`src/rtl/seven_seg_driver.sv`:
```
`default_nettype none
// ============================================================================
// Module   : seven_seg_driver
// Brief    : 4-digit common-anode multiplexed hex display driver with
//            frame-synchronous value update and leading-zero blanking.
// Revision : 1.0
// ============================================================================
module seven_seg_driver #(
  parameter int REFRESH_DIV   = 100000,
  parameter int BLANK_LEADING = 1
) (
  input  logic        clk,
  input  logic        reset,
  input  logic        load,
  input  logic [15:0] value,
  input  logic [3:0]  dp_en,
  output logic [3:0]  an,
  output logic [6:0]  seg,
  output logic        dp
);

  localparam int                 C_CNT_W   = $clog2(REFRESH_DIV);
  localparam logic [C_CNT_W-1:0] C_CNT_MAX = C_CNT_W'(REFRESH_DIV - 1);
  localparam logic [C_CNT_W-1:0] C_CNT_ONE = C_CNT_W'(1);

  logic [C_CNT_W-1:0] r_cnt;
  logic [1:0]         r_idx;
  logic [15:0]        r_shadow_val;
  logic [3:0]         r_shadow_dp;
  logic [15:0]        r_disp_val;
  logic [3:0]         r_disp_dp;
  logic               r_pending;
  logic [3:0]         r_an;
  logic [6:0]         r_seg;
  logic               r_dp;

  logic               w_tick;
  logic               w_frame;
  logic [3:0]         w_nib;
  logic               w_blank;
  logic [6:0]         w_seg_dec;
  logic [3:0]         w_an_sel;

  assign w_tick  = (r_cnt == C_CNT_MAX);
  assign w_frame = w_tick && (r_idx == 2'd3);

  always_ff @(posedge clk) begin
    if (reset) begin
      r_cnt <= '0;
      r_idx <= 2'd0;
    end else if (w_tick) begin
      r_cnt <= '0;
      r_idx <= r_idx + 2'd1;
    end else begin
      r_cnt <= r_cnt + C_CNT_ONE;
    end
  end

  // A load coinciding with the boundary bypasses the shadow so it is not lost.
  always_ff @(posedge clk) begin
    if (reset) begin
      r_shadow_val <= 16'h0;
      r_shadow_dp  <= 4'h0;
      r_disp_val   <= 16'h0;
      r_disp_dp    <= 4'h0;
      r_pending    <= 1'b0;
    end else if (w_frame) begin
      if (load) begin
        r_disp_val <= value;
        r_disp_dp  <= dp_en;
      end else if (r_pending) begin
        r_disp_val <= r_shadow_val;
        r_disp_dp  <= r_shadow_dp;
      end
      r_pending <= 1'b0;
    end else if (load) begin
      r_shadow_val <= value;
      r_shadow_dp  <= dp_en;
      r_pending    <= 1'b1;
    end
  end

  always_comb begin
    w_nib    = r_disp_val[3:0];
    w_an_sel = 4'b1110;
    case (r_idx)
      2'd0: begin w_nib = r_disp_val[3:0];   w_an_sel = 4'b1110; end
      2'd1: begin w_nib = r_disp_val[7:4];   w_an_sel = 4'b1101; end
      2'd2: begin w_nib = r_disp_val[11:8];  w_an_sel = 4'b1011; end
      default: begin w_nib = r_disp_val[15:12]; w_an_sel = 4'b0111; end
    endcase
  end

  if (BLANK_LEADING != 0) begin : g_blank
    always_comb begin
      w_blank = 1'b0;
      case (r_idx)
        2'd1:    w_blank = (r_disp_val[15:4]  == 12'h0);
        2'd2:    w_blank = (r_disp_val[15:8]  == 8'h0);
        2'd3:    w_blank = (r_disp_val[15:12] == 4'h0);
        default: w_blank = 1'b0;
      endcase
    end
  end else begin : g_no_blank
    assign w_blank = 1'b0;
  end

  always_comb begin
    w_seg_dec = 7'b1111111;
    case (w_nib)
      4'h0: w_seg_dec = 7'b1000000;
      4'h1: w_seg_dec = 7'b1111001;
      4'h2: w_seg_dec = 7'b0100100;
      4'h3: w_seg_dec = 7'b0110000;
      4'h4: w_seg_dec = 7'b0011001;
      4'h5: w_seg_dec = 7'b0010010;
      4'h6: w_seg_dec = 7'b0000010;
      4'h7: w_seg_dec = 7'b1111000;
      4'h8: w_seg_dec = 7'b0000000;
      4'h9: w_seg_dec = 7'b0010000;
      4'hA: w_seg_dec = 7'b0001000;
      4'hB: w_seg_dec = 7'b0000011;
      4'hC: w_seg_dec = 7'b1000110;
      4'hD: w_seg_dec = 7'b0100001;
      4'hE: w_seg_dec = 7'b0000110;
      default: w_seg_dec = 7'b0001110;
    endcase
  end

  always_ff @(posedge clk) begin
    if (reset) begin
      r_an  <= 4'b1111;
      r_seg <= 7'b1111111;
      r_dp  <= 1'b1;
    end else if (w_blank) begin
      r_an  <= 4'b1111;
      r_seg <= 7'b1111111;
      r_dp  <= 1'b1;
    end else begin
      r_an  <= w_an_sel;
      r_seg <= w_seg_dec;
      r_dp  <= ~r_disp_dp[r_idx];
    end
  end

  assign an  = r_an;
  assign seg = r_seg;
  assign dp  = r_dp;

endmodule
`default_nettype wire

```
`config.mk`:
```
export PLATFORM = sky130hd
export DESIGN_NAME = seven_seg_driver
export DESIGN_NICKNAME = d
export VERILOG_FILES = /design/src/rtl/seven_seg_driver.sv
export SDC_FILE = /design/constraint.sdc
export NUM_CORES = 1
export LEC_CHECK = 0
export CAP_MARGIN = 20
export CORE_MARGIN = 5
export CORE_UTILIZATION = 50
export DETAILED_ROUTE_END_ITERATION = 10
export PLACE_DENSITY_LB_ADDON = 0.12
export SKIP_LAST_GASP = 1
export SLEW_MARGIN = 20
export SYNTH_ARGS = -nofsm -noshare
export SYNTH_HDL_FRONTEND = slang
export SYNTH_SLANG_ARGS = --single-unit
```
`constraint.sdc`:
```
create_clock -name clk -period 2.1 [get_ports clk]
set_input_delay 0.42 -clock clk [delete_from_list [all_inputs] [get_ports clk]]
set_output_delay 0.42 -clock clk [all_outputs]
set_load 0.02 [all_outputs]
```
==> out/metrics.yaml <==
run_status:
  run_status: "finished clean"
final_layout:
  fin_nets: 423
  multi_input_area_um2: 1730
  fillerInstances: 559
  fin_cells: 469
  syn_to_final_growth_pct: 26.32
  seqCellArea_um2: 1444
  drive_above_1_share_pct: 16.58
  antenna_cells: 0
hold_path:
  hold_depth: 2
  holdPathEnd: "r_shadow_val[9]"
  holdCritPathClass: "flip-flop to flip-flop"
  hp-start: "r_shadow_val[9]"
yosys:
  synth.most_common_cell: "dfxtp_1"
  synth.avg_cell_area_um2: 9.633
  syn_nets: 372
  synth_cell_types: 45
  synth_flop_cell: "dfxtp_1"
  synth_enable_flop_cells: 0
  synth_top_area_share_pct: 44.53
  yosysWarningCount: 0
  synth.area.top_cells: "dfxtp_1 (45%), mux2i_1 (13%), nor2_1 (7.5%)"
  synth_common_cells: "dfxtp_1 (72), nor2_1 (65), mux2i_1 (41)"
  postSynthCellCount: 336
  netlist_area_um2: 3237
  synth_top_area_cell: "dfxtp_1"
  ys_seq_area_share_pct: 44.53
  async_flop_share_pct: 0
  synth-seq-cells: 72
clocking:
  hold_buffers: 0
  htreeDepth: 3
  numCtsBuffers: 9
  clockRootBuffer: "clkbuf_8"
  cts.sinks: 72
  clk-insertion-delay-late_ns: 0.34
  clk_pin_slew_ns: 0.08
  cts_tree: "built"
  cts_buffer_depth: 2
routing:
  drt-initial-drc-count: 106
  vias: 2509
  drc: 0
  drt-wirelength-per-cell_um: 13.77
  final_antenna_net_count: 0
  routed_via_density: 5.350
  wl_mm: 6.460
  drtPass1Iterations: 4
place:
  dp_hpwl_mm: 4.597
  io_buffer_count: 34
  gp_congestion: 0.8781
  dp.cells: 452
global_routing:
  first_global_vias: 2451
  grt_pass1_wl_mm: 10.98
  grt_usage_pct: 16.34
  grt_max_degree: 41
  antenna_found_initial: 0
  overflow: 0
timing:
  slew_headroom_pct: 64.21
  period_share_pct: 95.09
  slew_violations: 0
  skew_ns: 0.01308
  worst_slew_pin_slew_ns: 0.5337
  fmax_ghz: 0.5008
  rsz0062_at_grt: "false"
  fin_crit_ns: 1.997
  final_hold_viol_count: 0
  setup_viol_count_final: 0
setup_path:
  worstPathRequired_ns: 2.38
  endpoint_kind: "flip-flop"
  r2r_setup_slack_ns: 0.10
  cp_max_fo: 4
  crit_type: "flip-flop to flip-flop"
  reg2reg_from: "r_idx[0]"
  worstPathArrival_ns: 2.27
  worst_r2r_path_depth: 10
  crit_path_start_kind: "flip-flop"
  reg2reg_to: "seg[3]"
flow_run:
  max_cap_violations: 0
die:
  coreArea_um2: 6314
  fp.dieH_um: 90.46
  pin_count: 35
  initial_core_util_pct: 51.27
  core.rowCount: 29
  dieArea_um2: 8183
  die_w_um: 90.46
power:
  power_density_nw_per_um2: 684.2
  cellLeakagePower_nw: 1.618
  power_mw: 2.798
  ir_drop_mv: 0.4218
==> cells in the final DEF, fill, tap and decap left out, drive strengths merged, types with 2 or more instances in the layout <==
cell type	synthesis	final
clkbuf	12	14
clkdlybuf4s50	0	34
o211ai	2	2
inv	7	7
nand3	9	9
a222oi	3	3
nor2	69	69
buf	6	24
xnor2	6	6
ha	13	13
a21oi	10	10
o221ai	2	2
clkinv	1	2
and3	3	3
nor4	3	3
nand4	5	5
xor2	11	11
nor2b	2	2
o21ai	5	5
a211oi	23	23
mux2i	41	41
dfxtp	72	72
nand2	13	13
nor4b	2	2
==> layout make-up <==
type,count,area share [%]
Inverter,8,0.7344
Tap cell,77,2.356
Multi-Input combinational cell,238,42.32
Timing Repair Buffer,58,13.95
Sequential cell,72,35.31
Clock inverter,2,0.8568
Clock buffer,14,4.468
==> per-layer routing <==
metal / vias to the layer above / share of wire [%] / wire [um] / global-route usage [%]
li1: 1289 / - / - / -
met1: 1158 / 46 / 2958 / 19.39
met2: 53 / 48 / 3112 / 27.72
met3: 9 / 4.6 / 298 / 4.500
met4: 0 / 1.4 / 90 / 6.452
met5: - / 0 / 0 / 0
==> through the flow <==
stage | util [%] | hold slack [ns] | setup TNS, ns | cell area [um2] | setup slack (ns)
after global placement | 60.52 | 0.4715 | 0 | 3821 | 0.03767
after CTS | 63.97 | 0.4972 | 0 | 4039 | 0.003217
after global routing | 64.76 | 0.5254 | 0 | 4089 | 0.0005054
final | 64.76 | 0.4907 | 0 | 4089 | 0.1031
after floorplan | - | 0.4388 | 0 | 3244 | 0.02834
after detailed placement | 60.52 | 0.4775 | -0.3975 | 3821 | -0.05748
==> registers in the layout (all words and copies together) (netlist names) <==
signal and flops:
seg 7, dp 1, r_idx 2, an 4, r_cnt 17, r_pending 1
r_disp_dp 4, r_shadow_val 16, r_shadow_dp 4, r_disp_val 16
==> how the worst max path moves through the flow <==
stage / startpoint / end / slack (ns) / cells after the start
floorplan: r_idx[0] / seg[0] / 0.03 / 8
global placement: load / r_disp_dp[0] / 0.04 / 6
detailed placement: load / r_disp_dp[2] / -0.06 / 6
CTS: r_idx[0] / seg[4] / 0.003 / 10
global route: r_idx[0] / seg[0] / 0.0005 / 10
finish: r_idx[0] / seg[3] / 0.10 / 10
==> timing repair <==
item / 4_1_cts / 5_1_grt
endpoints found under the setup margin: 3 / 7
gates resized for setup: 2 / 15
endpoints found under the hold margin: 0 / 0
pin swaps: 3 / 6
buffers inserted: 0 / 1
==> report_power, final <==
part,switching (mW),internal [mW]
Clock,0.489,0.678
Sequential,0.0169,1.40
Combinational,0.0966,0.116
Total,0.603,2.20
==> critical path: stages (launching register included) <==
cell      delay [ns]
dfxtp_2         0.35
inv_1           0.06
buf_4           0.15
ha_2            0.19
a222oi_1        0.31
a21oi_2         0.15
inv_2           0.13
ha_1            0.26
nor2_2          0.12
a211oi_2        0.05
o21ai_1         0.16
==> cells by family after synthesis <==
group,Yosys count,share of synthesized area (%)
multiplexers,42,13.37
XOR/XNOR,17,4.600
flip-flops,72,44.53
buffers and inverters,26,3.749
adder cells (fa/ha/maj),13,5.025
AND/OR/NAND/NOR,115,17.59
AO/OA/AOI/OAI,51,11.13
(Power assumes the default switching activity.)
